## src/rtl/run_ctrl_pkg.sv

```systemverilog
// Shared types and constants for the run controller of the 9-bit-ISA core.
// Optional feature macro: RUN_CTRL_STEP_EN (single-step gating of RUN cycles).
package run_ctrl_pkg;

  // Controller state, also exported on the debug port of run_ctrl.
  typedef enum logic [2:0] {
    IDLE  = 3'd0,
    ARMED = 3'd1,
    RUN   = 3'd2,
    DONE  = 3'd3,
    TOUT  = 3'd4
  } run_state_t;

  // Opcode that the instruction decoder maps onto halt_instr.
  localparam logic [2:0] HALT_OPCODE = 3'b111;

endpackage

```

## src/rtl/run_ctrl_edge_det.sv

```systemverilog
// Registered rise/fall detector. The input is sampled once per clock and
// compared against its previous sample; rise/fall are combinational pulses
// that are valid for the cycle in which the new level is first seen.
module edge_det (
  input  logic clk,
  input  logic reset,
  input  logic d,
  output logic rise,
  output logic fall
);

  logic d_q;

  // Previous-cycle sample of d.
  always_ff @(posedge clk or negedge reset) begin
    if (!reset) d_q <= 1'b0;
    else        d_q <= d;
  end

  assign rise = d & ~d_q;
  assign fall = ~d & d_q;

endmodule

```

## src/rtl/run_ctrl.sv

```systemverilog
// Program sequencing and run controller: owns the PC, resolves branches,
// detects halt / self-loop termination and trips a cycle-budget watchdog.
// Optional feature macro: RUN_CTRL_STEP_EN adds a 'step' input; RUN cycles
// then advance only when step=1.
//
// Handshake: the host raises start (level) to arm the controller and drops it
// to launch the program. A rising edge of start in any state aborts and
// re-arms (pc and cycle_count cleared). done / timeout are sticky levels that
// stay asserted until the next start rising edge; pc and cycle_count hold
// their final values for inspection while they are high.
module run_ctrl
  import run_ctrl_pkg::*;
#(
  parameter int PC_W    = 7,
  parameter int CYC_W   = 10,
  parameter int TIMEOUT = 1000
) (
  input  logic             clk,
  input  logic             reset,
  input  logic             start,
  input  logic             halt_instr,
  input  logic             branch,
  input  logic             branch_cond,
  input  logic             zero,
  input  logic [PC_W-1:0]  target,
`ifdef RUN_CTRL_STEP_EN
  input  logic             step,
`endif
  output logic [PC_W-1:0]  pc,
  output logic             run,
  output logic             done,
  output logic             timeout,
  output logic [CYC_W-1:0] cycle_count,
  output run_state_t       state_dbg
);

  run_state_t       state, state_n;
  logic [PC_W-1:0]  pc_n;
  logic [CYC_W-1:0] cyc_n;
  logic             start_rise, start_fall;
  logic             adv;
  logic             taken;
  logic             self_loop;
  logic             wd_trip;
  logic [PC_W-1:0]  next_pc;
  logic             run_n;

  edge_det u_start_edge (
    .clk   (clk),
    .reset (reset),
    .d     (start),
    .rise  (start_rise),
    .fall  (start_fall)
  );

`ifdef RUN_CTRL_STEP_EN
  assign adv = step;
`else
  assign adv = 1'b1;
`endif

  // Branch resolution and termination conditions for the instruction at pc.
  always_comb begin
    taken     = branch & (~branch_cond | zero);
    next_pc   = taken ? target : pc + PC_W'(1);
    self_loop = taken && (target == pc);
    wd_trip   = (cycle_count == CYC_W'(TIMEOUT - 1));
  end

  // Next state, pc and counter. run is high only on cycles that actually
  // advance, so a terminating instruction (halt, self-loop, watchdog trip or
  // abort) never commits.
  always_comb begin
    state_n = state;
    pc_n    = pc;
    cyc_n   = cycle_count;
    run_n   = 1'b0;
    if (start_rise) begin
      state_n = ARMED;
      pc_n    = '0;
      cyc_n   = '0;
    end else begin
      case (state)
        ARMED: if (start_fall) state_n = RUN;
        RUN: begin
          if (adv) begin
            if (halt_instr)     state_n = DONE;
            else if (self_loop) state_n = DONE;
            else if (wd_trip)   state_n = TOUT;
            else begin
              pc_n  = next_pc;
              cyc_n = cycle_count + CYC_W'(1);
              run_n = 1'b1;
            end
          end
        end
        default: ;
      endcase
    end
  end

  // State, pc and cycle counter registers.
  always_ff @(posedge clk or negedge reset) begin
    if (!reset) begin
      state       <= IDLE;
      pc          <= '0;
      cycle_count <= '0;
    end else begin
      state       <= state_n;
      pc          <= pc_n;
      cycle_count <= cyc_n;
    end
  end

  assign run       = run_n;
  assign done      = (state == DONE);
  assign timeout   = (state == TOUT);
  assign state_dbg = state;

endmodule

```

## config.mk

```make
export PLATFORM = sky130hd
export DESIGN_NAME = run_ctrl
export DESIGN_NICKNAME = d
export VERILOG_FILES = /design/src/rtl/run_ctrl_pkg.sv /design/src/rtl/run_ctrl_edge_det.sv /design/src/rtl/run_ctrl.sv
export SDC_FILE = /design/constraint.sdc
export NUM_CORES = 1
export LEC_CHECK = 0
export ABC_CLOCK_PERIOD_IN_PS = 4200
export BUFFER_PORTS_ARGS = -buffer_cell sky130_fd_sc_hd__buf_2
export CAP_MARGIN = 25
export CORE_ASPECT_RATIO = 1.2
export CORE_UTILIZATION = 25
export CTS_CLUSTER_DIAMETER = 30
export DETAILED_ROUTE_END_ITERATION = 10
export GPL_ROUTABILITY_DRIVEN = 1
export PLACE_DENSITY_LB_ADDON = 0.12
export RECOVER_POWER = 100
export SETUP_SLACK_MARGIN = 0.05
export SLEW_MARGIN = 20
export SYNTH_ARGS = -nofsm -noshare
export SYNTH_HDL_FRONTEND = slang
export SYNTH_SLANG_ARGS = --single-unit
```

## constraint.sdc

```tcl
create_clock -name clk -period 4.2 [get_ports clk]
set_input_delay 0.21 -clock clk [delete_from_list [all_inputs] [get_ports clk]]
set_output_delay 0.21 -clock clk [all_outputs]
set_load 0.01 [all_outputs]
```

# == Word level (Yosys, flattened, before mapping) ==
# Cells that the tools add are included.
# word_totals
out_inout_bits,23
word_cells,51
ff_bits,21
# op_classes
reduce_logical,5
mux,22
n_eq_ne,11
addsub,2
n_bitwise,7
# ops
operator,n
$mux 10,5
$mux 7,6
$mux 3,5
$add 10x1->10 const B,1
$eq 10x10->1 const B,1
$add 7x1->7 const B,1
$eq 7x7->1,1
$eq 3x2->1 const B,2
$pmux 3 s2,1
$mux 1,5
$ne 5x5->1 const B,1
$ne 2x2->1 const B,2
$reduce_and 4->1,1
$and 1x1->1,3
$eq 3x1->1 const B,1
$eq 3x3->1 const B,1
$ne 3x3->1 const B,1
$not 1->1,3
$reduce_and 3->1,1
$reduce_bool 3->1,1
$ne 2x1->1 const B,1
$reduce_bool 2->1,1
$logic_and 1x1->1,1
$or 1x1->1,1

# == Logic depth before layout (Yosys ltp) ==
# depth
depth_word,9
mapped_depth,8
ltp_nobuf,7

# == Hierarchy ==
# From an unflattened synthesis, not the netlist that was laid out.
# unflattened
hier_cells,161
hier_area_um2,1366.3
# modules_own_cells
module,n_inst,cells_per_inst,area_per_inst_um2
run_ctrl,1,158,1326.3
edge_det,1,3,40.0

# == Least setup slack after synthesis ==
# OpenSTA, ideal clock, no wires.
# synth_path
path_kind,reg-to-reg
startpoint,reg cycle_count[0]
endpoint,reg pc[4]
period_less_slack_ns,1.867
setup_slack_ns,2.333
n_path_buf,1
arrival_time_ns,1.789
setup_time_ns,0.078
stages_incl_launch_ff,8
required_ns,4.122
path_cell_list,dfrtp_1 ha_1 and2_1 nand4_1 nand2_1 buf_2 or4_1 a21oi_1
# synth_via
elab_chain_cells,3
# synth_lines
item,line,source
from (decl),run_ctrl.sv:33,"output logic [CYC_W-1:0] cycle_count,"
from (signal assigned),run_ctrl.sv:111,cycle_count <= cyc_n;
$eq 10x10->1,run_ctrl.sv:67,wd_trip = (cycle_count == CYC_W'(TIMEOUT - 1));
$ne 2x2->1 (no line),n/a,
$reduce_and 4->1 (no line),n/a,
to (signal assigned),run_ctrl.sv:110,pc <= pc_n;
to (decl),run_ctrl.sv:29,"output logic [PC_W-1:0] pc,"
# No other way between the ends.
# A chain may end at the register's enable or synchronous reset.

# == Worst setup path after layout ==
# layout_path
startpoint,reg cycle_count[0]
endpoint,out run
# layout_via
elab_chain_cells,6
# layout_lines
item,line,source
$eq 10x10->1,run_ctrl.sv:67,
$mux 1,run_ctrl.sv:89,else if (wd_trip) state_n = TOUT;
$mux 1,run_ctrl.sv:88,else if (self_loop) state_n = DONE;
$mux 1,run_ctrl.sv:87,if (halt_instr) state_n = DONE;
$mux 1,run_ctrl.sv:83,case (state)
$mux 1,run_ctrl.sv:78,if (start_rise) begin
to (decl),run_ctrl.sv:30,"output logic run,"
# No other way between the ends.

==> summary.json <==
{
  "critical-path-top-delay-family": "simple AND/OR/NAND/NOR gates",
  "worstPathRequired_ns": 3.99,
  "cp_cell_sequence": "ha_1, and2_0, nand4_1, nand2_1, nor3_1, clkbuf_1",
  "post_route_cells_drive_above_1_share": 0.111,
  "min_period_ns": 2.47,
  "p_per_area_mw_per_mm2": 454,
  "rsz_0062_raised_after_global_routing": "false",
  "grt-ovfl-total": 0,
  "layout_worst_path_cycle_share": 0.588,
  "outcome": "finished, violations left",
  "slew_at_the_pin_with_the_worst_max_slew_slack_ns": 1.24,
  "fin_ws_ns": 1.73,
  "power_leakage_nw": 0.686,
  "vias_per_cell": 5.18,
  "tritoncts": "built",
  "endpoint_kind": "output pin",
  "drt_iter0_markers": 45,
  "placement_rows": 29,
  "pre_cts_slack_ns": 1.87,
  "timing.fmax_mhz": 405,
  "finish.net_count": 217,
  "drc": 5,
  "ys_async_sr_fraction": 1.00,
  "io_buffers": 36,
  "hpwl_um": 2690,
  "die-width_um": 70.5,
  "stdcell_count": 261,
  "synth-seq-cells": 21,
  "worst_slew_margin_rel": 0.175,
  "routabilityCongestion": 0.769,
  "io-pin-count": 37,
  "clock_tree.root_cell": "clkbuf_8",
  "multi_input_area_um2": 822,
  "pin_count_of_the_biggest_net_entering_global_routing": 28,
  "power.ir.vdd_worst_uv": 213,
  "place.detailed.instances": 255,
  "ff_latch_area_um2": 526,
  "postSynthAreaPerCell_um2": 8.52,
  "num_antenna_cells": 0,
  "synth.net_count": 182,
  "cp.buffers_inverters": 1,
  "start_kind": "flop",
  "synth_edf_count": 0,
  "netlist_area_mm2": 0.00141,
  "initial_antenna_violation_count": 0,
  "critPathArrivalTime_ns": 2.26,
  "setup-violations-final": 0,
  "timing_max_transition_violations_final": 0,
  "detail_route.wl_per_cell_um": 14.0,
  "post_cts_resized": 0,
  "clk_buf_depth": 2,
  "setup.worst_path.class": "flop to output pin",
  "critical-path-slowest-cell": "dfrtp_1",
  "clk_pin_slew_ns": 0.08,
  "flow.area_growth_from_synthesis_pct": 18.8,
  "grt_pass1_wl_um": 6130,
  "yosysSeqAreaShare": 0.374,
  "maxCapViolCount": 0,
  "initial_core_util": 0.262,
  "clock_sink_count": 21,
  "route.final.wire_length_um": 3660,
  "first_pass_iters": 11,
  "yosysWarnings": 0,
  "core_mm2": 0.00537,
  "min_path_type": "input port to flop",
  "post_synth_num_cell_types": 39,
  "h-tree-depth": 1,
  "floorplan.die.height_um": 84.2,
  "critPathMaxStageDelay_ns": 0.44,
  "final.setup.tns_ns": 0,
  "ys_dominant_reg_cell": "dfrtp_1",
  "postSynthCellCount": 165,
  "clock_latency_ns": 0.26,
  "critical_path_peak_fanout": 20,
  "postRouteAntennaNets": 0,
  "die-area_mm2": 0.00593,
  "final_hold_viol_count": 0,
  "cts-buffers-inserted": 3,
  "skew_ns": 0.00419,
  "grt_usage": 0.128,
  "violations": "design-rule violations",
  "route.vias.total": 1352,
  "n_fill_cell": 601,
  "first_global_vias": 1352
}
## kinds of logic (layout without fill, tap and decap cells)
kind of cell	count (synthesis)	in the layout	share of synthesized area
XOR/XNOR	12	12	0.0747
AND/OR/NAND/NOR	73	73	0.281
buffers and inverters	14	48	0.0427
AO/OA/AOI/OAI	35	35	0.148
multiplexers	7	7	0.0534
flip-flops	21	21	0.374
adder cells (fa/ha/maj)	3	3	0.0267
## layout by cell type (no fill, tap or decap), drive strengths merged
| master | instances |
|---|---|
| nor3 | 5 |
| or2 | 1 |
| ha | 3 |
| nand3 | 5 |
| nand4 | 3 |
| a22oi | 1 |
| xor2 | 1 |
| o31ai | 5 |
| and4 | 1 |
| mux2i | 3 |
| clkbuf | 27 |
| and2 | 3 |
| a211o | 2 |
| dfrtp | 21 |
| nand2b | 2 |
| clkinv | 1 |
| nor2b | 5 |
| nor4 | 2 |
| buf | 15 |
| a21oi | 15 |
| mux2 | 4 |
| o21ai | 8 |
| xnor2 | 11 |
| dlygate4sd3 | 1 |
| inv | 4 |
| or4 | 5 |
| o22a | 1 |
| nand2 | 11 |
| or3b | 1 |
| o22ai | 1 |
| or3 | 5 |
| nor2 | 21 |
| and3 | 2 |
| o211ai | 2 |
| nor3b | 1 |
## cells in the mapped netlist (all sizes together), types with 7 or more instances
master  count  area share
a21oi      15       0.053
buf         7       0.024
dfrtp      21        0.37
nand2      11       0.029
nor2       21       0.056
o21ai       8       0.028
xnor2      11       0.069
## layout make-up
type / count / area share
multi-input combinational: 130 / 0.492
tap: 62 / 0.0464
clock inverter: 1 / 0.00300
timing repair buffer: 40 / 0.110
sequential: 21 / 0.315
clock buffer: 3 / 0.0247
inverter: 4 / 0.00899
## timing repair
action	4_1_cts	5_1_grt
endpoints found under the setup margin	0	0
endpoints found under the hold margin	21	0
buffers inserted	0	0
hold buffers	1	0
## final timing paths
path                                                 start                         end  slack, ns  cells past startpoint
min in group asynchronous                            reset  cycle_count[9]$_DFFE_PN0P_       0.73                      2
max in group asynchronous                            reset  cycle_count[3]$_DFFE_PN0P_       2.73                      2
worst min register to register    state_dbg[2]$_DFFE_PN0P_    state_dbg[2]$_DFFE_PN0P_       0.59                      1
worst max-delay path            cycle_count[0]$_DFFE_PN0P_                         run       1.73                      6
worst min-delay path                                 start  u_start_edge.d_q$_DFF_PN0_       0.07                      1
worst max register to register  cycle_count[0]$_DFFE_PN0P_           pc[4]$_DFFE_PN0P_       1.84                      6
## where the power goes
part | switching [W] | internal, W
clock | 0.0000714 | 0.0000662
combinational | 0.000171 | 0.000131
sequential | 0.0000723 | 0.000245
total | 0.000315 | 0.000443
## registers in the layout (all words and copies together) (netlist names)
name	cells
u_start_edge.d_q	1
pc	7
cycle_count	10
state_dbg	3
## per-stage QoR
stage | hold slack (ns) | utilization | cell area, um^2 | total power, W
after floorplan | -0.0856 | - | 1410 | 0.000528
after global placement | 0.219 | 0.305 | 1640 | 0.000636
after detailed placement | 0.221 | 0.307 | 1650 | 0.000641
after CTS | 0.0613 | 0.317 | 1700 | 0.000786
after global routing | 0.0610 | 0.311 | 1670 | 0.000815
final | 0.0709 | 0.311 | 1670 | 0.000758
## per-layer routing
metal,up-vias,share of wire,global-route usage
met5,-,0,0
met4,0,0.013,0.0557
met3,4,0.030,0.0240
met2,30,0.47,0.216
met1,664,0.48,0.158
li1,654,-,-
Note: power is estimated with default switching activity, not from simulation.
